$ cat config.mk
export PLATFORM = sky130hd
export DESIGN_NAME = data_io_wide
export DESIGN_NICKNAME = d
export VERILOG_FILES = /design/src/rtl/data_io_wide.sv
export SDC_FILE = /design/constraint.sdc
export NUM_CORES = 1
export LEC_CHECK = 0
export BUFFER_PORTS_ARGS = -buffer_cell sky130_fd_sc_hd__buf_2
export CAP_MARGIN = 20
export CORE_ASPECT_RATIO = 1.75
export CORE_UTILIZATION = 40
export DETAILED_ROUTE_END_ITERATION = 10
export PLACE_DENSITY = 0.67
export SLEW_MARGIN = 40
export SYNTH_ARGS = -nofsm -noshare
export SYNTH_HDL_FRONTEND = slang
export SYNTH_SLANG_ARGS = --single-unit
$ cat constraint.sdc
create_clock -name clk_sys -period 8.1 [get_ports clk_sys]
set_clock_uncertainty 0.2 [all_clocks]
set_input_delay 1.62 -clock clk_sys [delete_from_list [all_inputs] [get_ports clk_sys]]
set_output_delay 1.62 -clock clk_sys [all_outputs]
set_load 0.05 [all_outputs]
$ cat src/rtl/data_io_wide.sv
// IO-controller SPI download receiver: decodes command frames, buffers file data
// in a byte FIFO and replays it to the core as DW-wide ioctl writes.
module data_io_wide #(
  parameter logic [24:0] START_ADDR = 25'd0,
  parameter int          DW         = 8,
  parameter int          FIFO_DEPTH = 16
) (
  input  logic          clk_sys,
  input  logic          reset,
  input  logic          SPI_SCK,
  input  logic          SPI_SS2,
  input  logic          SPI_DI,
  input  logic          ioctl_wait,
  output logic          ioctl_download,
  output logic [7:0]    ioctl_index,
  output logic          ioctl_wr,
  output logic [24:0]   ioctl_addr,
  output logic [DW-1:0] ioctl_dout,
  output logic [23:0]   ioctl_fileext,
  output logic [31:0]   ioctl_filesize,
  output logic          overflow
);

  localparam int          AW        = $clog2(FIFO_DEPTH);
  localparam logic [24:0] ADDR_STEP = 25'(DW / 8);
  localparam logic [1:0]  IDLE      = 2'd0;
  localparam logic [1:0]  RUN       = 2'd1;
  localparam logic [1:0]  DRAIN     = 2'd2;

  logic [1:0]    sck_sync_r, ss_sync_r, di_sync_r;
  logic          sck_prev_r;
  logic          sck_rise_s;
  logic [2:0]    bit_cnt_r;
  logic [6:0]    shift_r;
  logic [7:0]    byte_pos_r;
  logic          rx_valid_r;
  logic [7:0]    rx_data_r, rx_pos_r;
  logic [7:0]    cmd_r, index_reg_r;
  logic          payload_s, start_s, end_s, push_s, pop_s, push_ok_s;
  logic          full_s, empty_s;
  logic [7:0]    mem_r [FIFO_DEPTH];
  logic [AW-1:0] wr_ptr_r, rd_ptr_r;
  logic [AW:0]   count_r;
  logic [7:0]    fifo_out_s;
  logic [1:0]    state_r;
  logic [24:0]   addr_r;
  logic [DW-1:0] word_r;
  logic          half_r, pending_r;

  // Two-flop synchronizers; SS2 idles deselected.
  always_ff @(posedge clk_sys or posedge reset) begin
    if (reset) begin
      sck_sync_r <= 2'b00;
      ss_sync_r  <= 2'b11;
      di_sync_r  <= 2'b00;
      sck_prev_r <= 1'b0;
    end else begin
      sck_sync_r <= {sck_sync_r[0], SPI_SCK};
      ss_sync_r  <= {ss_sync_r[0], SPI_SS2};
      di_sync_r  <= {di_sync_r[0], SPI_DI};
      sck_prev_r <= sck_sync_r[1];
    end
  end

  assign sck_rise_s = sck_sync_r[1] & ~sck_prev_r;

  // Bit shifter; emits one registered byte pulse tagged with its frame position.
  always_ff @(posedge clk_sys or posedge reset) begin
    if (reset) begin
      bit_cnt_r  <= 3'd0;
      shift_r    <= 7'd0;
      byte_pos_r <= 8'd0;
      rx_valid_r <= 1'b0;
      rx_data_r  <= 8'd0;
      rx_pos_r   <= 8'd0;
    end else begin
      rx_valid_r <= 1'b0;
      if (ss_sync_r[1]) begin
        bit_cnt_r  <= 3'd0;
        byte_pos_r <= 8'd0;
      end else if (sck_rise_s) begin
        shift_r   <= {shift_r[5:0], di_sync_r[1]};
        bit_cnt_r <= bit_cnt_r + 3'd1;
        if (bit_cnt_r == 3'd7) begin
          rx_valid_r <= 1'b1;
          rx_data_r  <= {shift_r, di_sync_r[1]};
          rx_pos_r   <= byte_pos_r;
          if (byte_pos_r != 8'hFF) byte_pos_r <= byte_pos_r + 8'd1;
        end
      end
    end
  end

  // Command strobes and FIFO handshake.
  always_comb begin
    payload_s = rx_valid_r && (rx_pos_r != 8'd0);
    start_s   = payload_s && (cmd_r == 8'h53) && rx_data_r[0];
    end_s     = payload_s && (cmd_r == 8'h53) && !rx_data_r[0];
    push_s    = payload_s && (cmd_r == 8'h54) && (state_r != IDLE);
    full_s    = (count_r == (AW+1)'(FIFO_DEPTH));
    empty_s   = (count_r == {(AW+1){1'b0}});
    pop_s     = (state_r != IDLE) && !empty_s && !pending_r && !ioctl_wait && !start_s;
    push_ok_s = push_s && (!full_s || pop_s);
  end

  assign fifo_out_s = mem_r[rd_ptr_r];

  // Command register, menu index and file info capture.
  always_ff @(posedge clk_sys or posedge reset) begin
    if (reset) begin
      cmd_r          <= 8'd0;
      index_reg_r    <= 8'd0;
      ioctl_fileext  <= 24'd0;
      ioctl_filesize <= 32'd0;
    end else begin
      if (rx_valid_r && (rx_pos_r == 8'd0)) cmd_r <= rx_data_r;
      if (payload_s && (cmd_r == 8'h55)) index_reg_r <= rx_data_r;
      if (payload_s && (cmd_r == 8'h56)) begin
        case (rx_pos_r)
          8'd9:    ioctl_fileext[23:16]  <= rx_data_r;
          8'd10:   ioctl_fileext[15:8]   <= rx_data_r;
          8'd11:   ioctl_fileext[7:0]    <= rx_data_r;
          8'd29:   ioctl_filesize[7:0]   <= rx_data_r;
          8'd30:   ioctl_filesize[15:8]  <= rx_data_r;
          8'd31:   ioctl_filesize[23:16] <= rx_data_r;
          8'd32:   ioctl_filesize[31:24] <= rx_data_r;
          default: ioctl_fileext         <= ioctl_fileext;
        endcase
      end
    end
  end

  // FIFO storage needs no reset; occupancy is tracked by count_r.
  always_ff @(posedge clk_sys) begin
    if (push_ok_s) mem_r[wr_ptr_r] <= rx_data_r;
  end

  // FIFO pointers and occupancy; START flushes.
  always_ff @(posedge clk_sys or posedge reset) begin
    if (reset) begin
      wr_ptr_r <= {AW{1'b0}};
      rd_ptr_r <= {AW{1'b0}};
      count_r  <= {(AW+1){1'b0}};
    end else if (start_s) begin
      wr_ptr_r <= {AW{1'b0}};
      rd_ptr_r <= {AW{1'b0}};
      count_r  <= {(AW+1){1'b0}};
    end else begin
      if (push_ok_s) wr_ptr_r <= wr_ptr_r + {{(AW-1){1'b0}}, 1'b1};
      if (pop_s)     rd_ptr_r <= rd_ptr_r + {{(AW-1){1'b0}}, 1'b1};
      case ({push_ok_s, pop_s})
        2'b10:   count_r <= count_r + {{AW{1'b0}}, 1'b1};
        2'b01:   count_r <= count_r - {{AW{1'b0}}, 1'b1};
        default: count_r <= count_r;
      endcase
    end
  end

  // Download FSM and word assembler; a held word blocks further pops.
  always_ff @(posedge clk_sys or posedge reset) begin
    if (reset) begin
      state_r        <= IDLE;
      ioctl_download <= 1'b0;
      ioctl_index    <= 8'd0;
      ioctl_wr       <= 1'b0;
      ioctl_addr     <= 25'd0;
      ioctl_dout     <= {DW{1'b0}};
      overflow       <= 1'b0;
      addr_r         <= 25'd0;
      word_r         <= {DW{1'b0}};
      half_r         <= 1'b0;
      pending_r      <= 1'b0;
    end else begin
      ioctl_wr <= 1'b0;
      if (start_s) begin
        state_r        <= RUN;
        ioctl_download <= 1'b1;
        ioctl_index    <= index_reg_r;
        overflow       <= 1'b0;
        addr_r         <= START_ADDR;
        half_r         <= 1'b0;
        pending_r      <= 1'b0;
      end else begin
        if (push_s && full_s && !pop_s) overflow <= 1'b1;
        if (end_s && (state_r == RUN)) state_r <= DRAIN;
        if (pending_r) begin
          if (!ioctl_wait) begin
            ioctl_wr   <= 1'b1;
            ioctl_addr <= addr_r;
            ioctl_dout <= word_r;
            addr_r     <= addr_r + ADDR_STEP;
            pending_r  <= 1'b0;
          end
        end else if (pop_s) begin
          if (DW == 8) begin
            word_r[7:0] <= fifo_out_s;
            pending_r   <= 1'b1;
          end else if (!half_r) begin
            word_r[7:0] <= fifo_out_s;
            half_r      <= 1'b1;
          end else begin
            word_r[DW-1:DW-8] <= fifo_out_s;
            half_r            <= 1'b0;
            pending_r         <= 1'b1;
          end
        end else if ((state_r == DRAIN) && empty_s) begin
          // An odd trailing byte goes out with a zero upper half.
          if (half_r) begin
            word_r[DW-1:DW-8] <= 8'h00;
            half_r            <= 1'b0;
            pending_r         <= 1'b1;
          end else begin
            ioctl_download <= 1'b0;
            state_r        <= IDLE;
          end
        end
      end
    end
  end

endmodule

# Word level (Yosys, flattened, before mapping)

Memory sizes are Yosys's and may differ from the RTL's.
Cells that the tools add are included.

Memories kept: 1
Word-level logic and storage cells: 174
Output and inout port bits: 100
Input bits: 6
Memory bits (writable): 128
Bits in registers: 208

Memories:

| memory | depth | width | rd ports | clocked after Yosys merged registers in | wr ports | RTL line | RTL |
|---|---|---|---|---|---|---|---|
| mem_r  | 16    | 8     | 1        | 0                                       | 1        | 41       | `logic [7:0] mem_r [FIFO_DEPTH];` |

Add/subtract/negate cells: 7
Eq/ne operators: 22
Reduce and logical (&&, ||, !) cells: 56
Muxes and demuxes: 49
Bitwise gates (word level): 6

Operators with widths:

| cell                    | count |
|---|---|
| $mux W25                | 3 |
| $mux W8                 | 7 |
| $eq A8 B7 Y1 const B    | 4 |
| $add A25 B1 Y25 const B | 1 |
| $mux W1                 | 25 |
| $eq A8 B4 Y1 const B    | 3 |
| $eq A8 B5 Y1 const B    | 3 |
| $reduce_bool A2 Y1      | 11 |
| $logic_and A1 B1 Y1     | 18 |
| $reduce_and A2 Y1       | 9 |
| $mux W4                 | 4 |
| $mux W2                 | 6 |
| $reduce_and A3 Y1       | 4 |
| $pmux W5 S2             | 1 |
| $add A4 B1 Y4 const B   | 2 |
| $add A8 B1 Y8 const B   | 1 |
| $eq A8 B6 Y1 const B    | 1 |
| $logic_not A8 Y1        | 1 |
| $ne A8 B8 Y1 const B    | 1 |
| $reduce_and A4 Y1       | 2 |
| $reduce_bool A8 Y1      | 1 |
| $logic_not A1 Y1        | 7 |
| $mux W3                 | 2 |
| $ne A2 B2 Y1 const B    | 3 |
| 14 further kinds        | 20 |

# Depth between registers and ports, before layout

Gate-level depths: netlist of run 1.

Word-level depth: 11
Depth in mapped cells: 13
Mapped depth without buffers: 11

# Worst setup path before layout of run 1

No wires, ideal clock.

Kind: input to register
Start point: input port ioctl_wait
End point: register count_r[4]
Library setup time: 77 ps
Arrival: 3451 ps
Path slack: 4371 ps
Stages on the path: 9
Cells stage by stage: nor2_1 -> o221ai_1 -> or3_1 -> fa_1 -> nand2b_1 -> a21oi_1 -> nand4_1 -> a21o_1 -> a21oi_1

Cells in the longest elaborated chain, start to end: 8

RTL lines:

| what                                                | RTL line | RTL |
|---|---|---|
| start: declaration                                  | 13       | `input logic ioctl_wait,` |
| $logic_not A1 Y1 *                                  | --       |  |
| $logic_and A1 B1 Y1 * (2 in a row)                  | 102      | `pop_s = (state_r != IDLE) && !empty_s && !pending_r && !ioctl_wait && !start_s;` |
| $logic_or A1 B1 Y1                                  | 103      | `push_ok_s = push_s && (!full_s \|\| pop_s);` |
| $logic_and A1 B1 Y1                                 | 103      |  |
| $eq A2 B1 Y1 / $eq A2 B2 Y1 (equally long branches) | 151      | `case ({push_ok_s, pop_s})` |
| $pmux W5 S2                                         | 151      |  |
| $mux W5                                             | 144      | `end else if (start_s) begin` |
| end signal: assignment                              | 143      | `count_r <= {(AW+1){1'b0}};` |
| end signal: assignment                              | 152      | `2'b10: count_r <= count_r + {{AW{1'b0}}, 1'b1};` |
| end signal: assignment                              | 153      | `2'b01: count_r <= count_r - {{AW{1'b0}}, 1'b1};` |
| end: declaration                                    | 43       | `logic [AW:0] count_r;` |

Mark *: on every way between the ends. The rest lies on a longest branch, timed or not.
A chain may end at the register's enable or synchronous reset.

# Worst setup path in the final report of run 1

Start point: register cmd_r[7]
End point: register count_r[3]

Cells in the longest elaborated chain, start to end: 10

RTL lines:

| what                                                | RTL line | RTL |
|---|---|---|
| start: declaration                                  | 38       | `logic [7:0] cmd_r, index_reg_r;` |
| start signal: assignment                            | 116      | `if (rx_valid_r && (rx_pos_r == 8'd0)) cmd_r <= rx_data_r;` |
| $eq A8 B7 Y1                                        | 97       | `start_s = payload_s && (cmd_r == 8'h53) && rx_data_r[0];` |
| $logic_and A1 B1 Y1 (2 in a row)                    | 97       |  |
| $logic_not A1 Y1                                    | 102      |  |
| $logic_and A1 B1 Y1                                 | 102      |  |
| $logic_or A1 B1 Y1                                  | 103      |  |
| $logic_and A1 B1 Y1                                 | 103      |  |
| $eq A2 B1 Y1 / $eq A2 B2 Y1 (equally long branches) | 151      |  |
| $pmux W5 S2                                         | 151      |  |
| $mux W5                                             | 144      |  |

Several ways; a longest one is shown, not always the timed one.

==> results of run 1 <==
-- layout make-up --
| cell class | instances | area [sq um] |
|---|---|---|
| Fill cell | 3003 | 18000 |
| Sequential cell | 335 | 9040 |
| Multi-Input combinational cell | 514 | 4530 |
| Clock buffer | 48 | 950 |
| Tap cell | 455 | 569 |
| Timing Repair Buffer | 109 | 559 |
| Clock inverter | 8 | 130 |
| Inverter | 13 | 61.3 |
-- layer usage --
metal / track usage / part of all wire / up-vias
li1: - / - / 3531
met1: 0.182 / 0.39 / 3865
met2: 0.302 / 0.55 / 129
met5: 0 / 0 / -
met3: 0.0178 / 0.027 / 53
met4: 0.0718 / 0.039 / 0
-- flip-flops by register name, indices dropped and copies added, names as in the netlist, 2 cells and up --
name,flops
mem_r,128
ioctl_filesize,32
addr_r,25
ioctl_addr,25
ioctl_fileext,24
byte_pos_r,8
cmd_r,8
index_reg_r,8
ioctl_dout,8
ioctl_index,8
rx_data_r,8
rx_pos_r,8
word_r,8
shift_r,7
count_r,5
rd_ptr_r,4
wr_ptr_r,4
bit_cnt_r,3
di_sync_r,2
sck_sync_r,2
ss_sync_r,2
state_r,2
-- metrics by stage --
stage          power, W  setup slack (ns)   util  cells
3_3_place_gp    0.00185              3.73  0.435   1426
4_1_cts         0.00335              4.37  0.468   1482
3_5_place_dp    0.00185              3.95  0.436   1426
2_1_floorplan   0.00184             0.631      -    909
6_report        0.00331              4.38  0.468   1482
5_1_grt         0.00341              4.12  0.468   1482
-- cells by family (layout without fill, tap and decap cells) --
group	after synthesis	count (layout)	share of synthesized area
and+or+nand+nor	231	231	0.0877
xor gates and xnor gates	35	35	0.0222
muxes	165	165	0.170
AOI/OAI and AO/OA	70	70	0.0337
adders and majority gates	13	13	0.0123
DFF	335	335	0.654
buffers and inverters	60	178	0.0192
-- worst register-to-register path: stages, from the launching register on --
cell	delay (ns)
dfrtp_1	0.38
or4b_4	0.59
nor4b_2	0.41
and3_4	0.63
or3_1	0.24
inv_1	0.08
ha_1	0.27
a21o_1	0.17
a21oi_1	0.17
xor2_1	0.20
nor2_1	0.06
a32o_1	0.22
-- path summary, 6_finish.rpt --
| check | startpoint | to | slack (ns) |
|---|---|---|---|
| worst max-delay path | cmd_r[7] | count_r[3] | 4.38 |
| worst max register to register | cmd_r[7] | count_r[3] | 4.38 |
| max in group asynchronous | reset | ioctl_fileext[2] | 5.68 |
| min in group asynchronous | reset | index_reg_r[6] | 0.99 |
| worst min register to register | sck_sync_r[0] | sck_sync_r[1] | 0.15 |
| worst min-delay path | sck_sync_r[0] | sck_sync_r[1] | 0.15 |
-- power by group through the flow --
stage          registers [W]  clock network [W]  logic [W]
6_report             0.00178            0.00149  0.0000392
5_1_grt              0.00178            0.00159  0.0000458
4_1_cts              0.00178            0.00153  0.0000414
3_5_place_dp         0.00181                  0  0.0000413
3_3_place_gp         0.00181                  0  0.0000397
2_1_floorplan        0.00181                  0  0.0000316
-- placed cells by master, fill, tap and decap left out, drive strengths merged, types with 2 or more instances in the layout --
| cell type | synthesis | final |
|---|---|---|
| a211o | 2 | 2 |
| nand4 | 12 | 12 |
| dfstp | 2 | 2 |
| nand4b | 3 | 3 |
| buf | 25 | 109 |
| nor2 | 69 | 69 |
| and3 | 2 | 2 |
| nor4b | 5 | 5 |
| xnor2 | 26 | 26 |
| nand3 | 25 | 25 |
| bufinv | 0 | 2 |
| and2 | 4 | 4 |
| or2 | 2 | 2 |
| nand2 | 54 | 54 |
| and4 | 4 | 4 |
| a21o | 2 | 2 |
| xor2 | 9 | 9 |
| edfxtp | 128 | 128 |
| a21oi | 15 | 15 |
| nor2b | 9 | 9 |
| or4b | 2 | 2 |
| mux4 | 32 | 32 |
| o21ai | 24 | 24 |
| clkbuf | 22 | 48 |
| ha | 12 | 12 |
| a22o | 8 | 8 |
| or3 | 8 | 8 |
| nand2b | 3 | 3 |
| a221oi | 8 | 8 |
| a32o | 3 | 3 |
| nor4 | 11 | 11 |
| nor3 | 15 | 15 |
| inv | 13 | 13 |
| clkinv | 0 | 6 |
| mux2i | 5 | 5 |
| dfrtp | 205 | 205 |
| mux2 | 128 | 128 |
==> metrics.log, run 1 <==
[metrics] final-report max-slew violation count: 0
[metrics] final hold slack: 0.155 ns
[metrics] total power per unit cell area: 209 nW/um^2
[metrics] NetSw: 0.000657 W
[metrics] diode count: 0
[metrics] cell count of the worst reg-to-reg path: 11
[metrics] share of flip-flops with an asynchronous set or reset: 0.618
[metrics] cell count after synthesis: 909
[metrics] crit path DAT: 4.00 ns
[metrics] row count: 89
[metrics] cell area after technology mapping: 13,800 sq um
[metrics] DRC Markers: 0
[metrics] Port-buffer cells: 105
[metrics] largest incremental delay on the critical path: 0.63 ns
[metrics] Levels on crit path: 11
[metrics] internal cell power: 0.00265 W
[metrics] Syn. warnings: 0
[metrics] slew of the pin with the lowest slew margin: 0.759 ns
[metrics] vias in the first global route: 8,008
[metrics] total of flip-flops plus latches after synthesis: 335
[metrics] power share of the sequential group: 0.537
[metrics] critical path's top delay family: simple AND/OR/NAND/NOR gates
[metrics] Via density: 5.11
[metrics] Final Routed Wirelength: 27,400 microns
[metrics] outcome: completed
[metrics] width of the chip: 142 microns
[metrics] fraction of synthesized cell area taken by the top area cell type: 0.372
[metrics] Area after DPL: 14,800 sq um
[metrics] Resize count post-CTS: 0
[metrics] ranking of synthesized cells by area: dfrtp_1 (37%), edfxtp_1 (28%), mux2_2 (7.4%)
[metrics] clock-pin slew on the worst setup and hold paths: 0.07 ns
[metrics] maximum net fanout on the critical path: 54
[metrics] detailed-routing iteration count for the pre-antenna-repair pass: 4
[metrics] total number of vias: 7,578
[metrics] remaining global-route overflow: 0
[metrics] clock latency of the later-clocked register in the worst-skew pair: 0.59 ns
[metrics] RSZ-0062 raised after global routing: no
[metrics] placeable core region: 33,900 sq um
[metrics] worst slew slack as a fraction of its limit: 0.493
[metrics] deepest level of the CTS H-tree: 1
[metrics] maximum number of pins on one net before global-route repair: 143
[metrics] post-CTS setup repair buffer count: 0
[metrics] crit path buf inv count: 1
[metrics] antenna violations before repair: 0
[metrics] Clock Root Buffer: clkbuf_16
[metrics] synth unique cells: 59
[metrics] clock tree from TritonCTS: built
[metrics] number of hold buffers added after CTS: 0
[metrics] most frequently used flop master after synthesis: dfrtp_1
[metrics] GRT Total Usage: 0.161
[metrics] Seq/Total Area, Yosys: 0.654
[metrics] cells along the critical path: or4b_4 -> nor4b_2 -> and3_4 -> or3_1 -> inv_1 -> ha_1 -> a21o_1 -> a21oi_1 -> xor2_1 -> nor2_1 -> a32o_1
[metrics] # nets final: 1,022
[metrics] CP Data Required Time: 8.38 ns
[metrics] fraction of power spent switching nets: 0.198
[metrics] vertical die dimension: 248 microns
[metrics] shortest clock period the worst path allows after layout: 3.72 ns
[metrics] CP max-delay cell: and3_4
[metrics] count of endpoints failing hold in the final timing report: 0
[metrics] full die area: 35,300 sq um
[metrics] portion of total power attributed to the clock network: 0.451
[metrics] fraction of the cycle the final worst path needs: 0.460
[metrics] DR iter-0 viols: 342
[metrics] max-cap check violation count: 0
[metrics] Starting Density: 0.407
[metrics] RD Place Congestion: 0.834
[metrics] final setup vio count: 0
[metrics] I/O pin count: 106
[metrics] Max IR drop VDD: 0.164 mV
[metrics] signed area change from the synthesized netlist to the final layout: 14.8%
[metrics] Sink Count: 335
[metrics] clk buf depth: 3
[metrics] Layout Cell Area excl Fill: 15,800 sq um
[metrics] count of flip-flops with a built-in enable after synthesis: 128
[metrics] synthesized netlist net count: 928
[metrics] Avg WL per Cell: 18.5 microns
[metrics] first-pass GRT wire length: 44,000 microns
[metrics] kind of critical path: register to register
[metrics] cell with the most instances after synthesis: dfrtp_1
[metrics] top cells by instance count after synthesis: dfrtp_1 (205), edfxtp_1 (128), mux2_2 (91)
[metrics] element type at the critical path end: register
[metrics] part of the total power dissipated in combinational logic: 0.012
[metrics] cts bufs inserted: 30
[metrics] Syn Area/Cell: 15.2 sq um
[metrics] kind of path behind the tightest hold check: register to register
[metrics] setup TNS: 0 ns
[metrics] startpoint types: register
[metrics] Fmax achieved: 269 MHz
[metrics] leakage power total: 7.00 nW
[metrics] depth of the worst hold-timing path: 0
[metrics] Detail Placement HPWL: 18,300 microns
[metrics] layout cell share with drive strength beyond 1: 0.341
[metrics] antenna violation net count after detailed routing: 0
[metrics] cell type with the highest aggregate area in the netlist: dfrtp_1
Power figures use the tool's default switching activity.
==> inputs of run 2 (changes only) <==
Settings changed: PLACE_DENSITY 0.67 to 0.69.
Clock period 8.1 ns to 3.2 ns, I/O delays scaled along.
==> run 2 against run 1 <==
Effect of this change:
- final cell count rose by 1.8%
- flip-flop and latch count unchanged
- global-route usage up 0.061 points
- hold slack worse by 0.0071 ns
- critical path type unchanged
==> metrics.log, run 2 (same netlist as run 1, synthesis figures left out) <==
[metrics] Clock Root Buffer: clkbuf_16
[metrics] vias in the first global route: 8,056 (+0.60%)
[metrics] Sink Count: 335 (unchanged)
[metrics] clock tree from TritonCTS: built
[metrics] critical path's top delay family: simple AND/OR/NAND/NOR gates
[metrics] crit path DAT: 3.32 ns (-0.68 ns)
[metrics] maximum net fanout on the critical path: 5 (-91%)
[metrics] Levels on crit path: 11 (unchanged)
[metrics] placeable core region: 33,900 sq um (unchanged)
[metrics] fraction of the cycle the final worst path needs: 0.958 (+0.498)
[metrics] worst slew slack as a fraction of its limit: 0.469 (-0.0245)
[metrics] DRC Markers: 0 (unchanged)
[metrics] final setup vio count: 0 (unchanged)
[metrics] CP startpoint: cmd_r[5]
[metrics] Detail Placement HPWL: 18,800 microns (+3.0%)
[metrics] outcome: completed
[metrics] cts bufs inserted: 31 (+3.3%)
[metrics] Via density: 5.16 (+0.82%)
[metrics] most frequent cells in the layout: dfrtp_1 (197), edfxtp_1 (128), buf_2 (105)
[metrics] Final Routed Wirelength: 28,000 microns (+2.1%)
[metrics] layout cell share with drive strength beyond 1: 0.356 (+0.0150)
[metrics] # nets final: 1,050 (+2.7%)
[metrics] remaining global-route overflow: 0 (unchanged)
[metrics] leakage power total: 7.17 nW (+2.4%)
[metrics] full die area: 35,300 sq um (unchanged)
[metrics] element type at the critical path end: register
[metrics] Max IR drop VDD: 0.395 mV (+140%)
[metrics] total power per unit cell area: 531 nW/um^2 (+150%)
[metrics] vertical die dimension: 248 microns (unchanged)
[metrics] DR iter-0 viols: 466 (+36%)
[metrics] deepest level of the CTS H-tree: 1 (unchanged)
[metrics] max-cap check violation count: 0 (unchanged)
[metrics] internal cell power: 0.00691 W (+160%)
[metrics] Port-buffer cells: 105 (unchanged)
[metrics] row count: 89 (unchanged)
[metrics] antenna violations before repair: 0 (unchanged)
[metrics] CP max-delay cell: or4b_4
[metrics] cells along the critical path: or4b_4 -> nor4b_4 -> and3_2 -> or3_1 -> inv_1 -> ha_1 -> a21o_1 -> a21oi_2 -> xor2_1 -> nor2_1 -> a32o_1
[metrics] kind of path behind the tightest hold check: register to register
[metrics] kind of critical path: register to register
[metrics] slew of the pin with the lowest slew margin: 0.797 ns (+0.0383 ns)
[metrics] worst slack after detailed placement: 0.122 ns (-3.83 ns)
[metrics] R2R Setup Slk: 0.14 ns (-4.24 ns)
[metrics] fraction of power spent switching nets: 0.195 (-0.00372)
[metrics] signed area change from the synthesized netlist to the final layout: 17.1%
[metrics] Avg WL per Cell: 18.6 microns (+0.31%)
[metrics] Fmax achieved: 326 MHz (+22%)
[metrics] timing endpoint of the critical path: count_r[3]
[metrics] part of the total power dissipated in combinational logic: 0.014 (+0.002)
[metrics] fin util: 0.477 (+0.00917)
[metrics] NetSw: 0.00167 W (+150%)
[metrics] largest registers: mem_r: 128 flops, ioctl_filesize: 32 flops
[metrics] total number of vias: 7,779 (+2.7%)
[metrics] antenna violation net count after detailed routing: 0 (unchanged)
[metrics] count of endpoints failing hold in the final timing report: 0 (unchanged)
[metrics] leading cell type in the layout, fill and taps excluded: dfrtp_1
[metrics] most flop-heavy register: mem_r
[metrics] clk buf depth: 3 (unchanged)
[metrics] startpoint types: register
[metrics] clock latency of the later-clocked register in the worst-skew pair: 0.57 ns (-0.02 ns)
[metrics] shortest clock period the worst path allows after layout: 3.06 ns (-0.659 ns)
[metrics] portion of total power attributed to the clock network: 0.462 (+0.011)
[metrics] CP Data Required Time: 3.46 ns (-4.92 ns)
[metrics] power consumption: 0.00858 W (+160%)
[metrics] largest incremental delay on the critical path: 0.59 ns (-0.04 ns)
[metrics] clock-pin slew on the worst setup and hold paths: 0.06 ns (about the same)
[metrics] width of the chip: 142 microns (unchanged)
[metrics] startpoint of the most critical register-to-register path: cmd_r[5]
[metrics] worst-case setup margin in the final layout: 0.136 ns (-4.24 ns)
[metrics] RD Place Congestion: 0.791 (-5.2%)
[metrics] cell count of the worst reg-to-reg path: 11 (unchanged)
[metrics] setup TNS: 0 ns (unchanged)
[metrics] crit path buf inv count: 1 (unchanged)
[metrics] diode count: 0 (unchanged)
[metrics] GRT Total Usage: 0.162 (+0.000608)
[metrics] power share of the sequential group: 0.525 (-0.012)
[metrics] first-pass GRT wire length: 43,800 microns (-0.52%)
[metrics] flip-flop count of the largest register, all copies and words added: 128 (unchanged)
[metrics] final-report max-slew violation count: 0 (unchanged)
[metrics] r2r endpoint: count_r[3]
[metrics] maximum number of pins on one net before global-route repair: 56 (-61%)
[metrics] Starting Density: 0.407 (unchanged)
[metrics] I/O pin count: 106 (unchanged)
[metrics] detailed-routing iteration count for the pre-antenna-repair pass: 5 (+1)
## run 2: cell types whose count changed in the layout (fill, tap and decap cells not counted), sizes merged
cell / delta
clkinvlp: +4
clkbuf: -6
buf: +23
clkinv: -1
dlygate4sd3: +4
bufinv: +3
## run 2: what timing repair did
action / CTS / global route
setup endpoints to repair: 0 / 2
gates resized for setup: 0 / 4
hold endpoints to repair: 19 / 0
hold buffers: 4 / 0
setup buffers: 0 / 0
## run 2: per-stage QoR
step,cells,instance area (sq um),hold WS (ns)
6_report,1509,16200,0.148
5_1_grt,1509,16200,0.150
4_1_cts,1509,16100,0.149
3_5_place_dp,1449,15000,0.135
3_3_place_gp,1449,15000,0.134
2_1_floorplan,909,13800,0.131
## run 2: area by class of cell
class / count / area [sq um]
clock buffer: 42 / 908
clock inverter: 14 / 206
fill: 2956 / 17700
inverter: 13 / 52.6
multi-input combinational: 514 / 4530
sequential: 335 / 9040
tap: 455 / 569
timing repair buffer: 136 / 843
## run 2: power by group through the flow
stage / combinational [W] / clock, W / sequential [W]
floorplan: 0.0000803 / 0 / 0.00458
global placement: 0.000117 / 0 / 0.00459
detailed placement: 0.000118 / 0 / 0.00459
CTS: 0.000122 / 0.00403 / 0.00450
global route: 0.000134 / 0.00418 / 0.00451
finish: 0.000117 / 0.00396 / 0.00450
## run 2: worst register-to-register path: stages, from the launching register on
cell     delay (ns)
dfrtp_1        0.38
or4b_4         0.60
nor4b_4        0.30
and3_2         0.22
or3_1          0.14
inv_1          0.08
ha_1           0.27
a21o_1         0.19
a21oi_2        0.14
xor2_1         0.16
nor2_1         0.06
a32o_1         0.22
## run 2: per-layer routing
layer	vias to the layer above	track usage	part of all wire
met5	-	0	0
met3	62	0.0195	0.037
met4	0	0.0686	0.033
li1	3592	-	-
met2	170	0.307	0.55
met1	3955	0.180	0.38
## run 2: worst min path at each step
stage | from | end | slack (ns) | cells past startpoint
floorplan | di_sync_r[0] | di_sync_r[1] | 0.13 | 0
global placement | sck_sync_r[0] | sck_sync_r[1] | 0.13 | 0
detailed placement | sck_sync_r[0] | sck_sync_r[1] | 0.13 | 0
CTS | sck_sync_r[0] | sck_sync_r[1] | 0.15 | 0
global route | di_sync_r[0] | di_sync_r[1] | 0.15 | 0
finish | di_sync_r[0] | di_sync_r[1] | 0.15 | 0
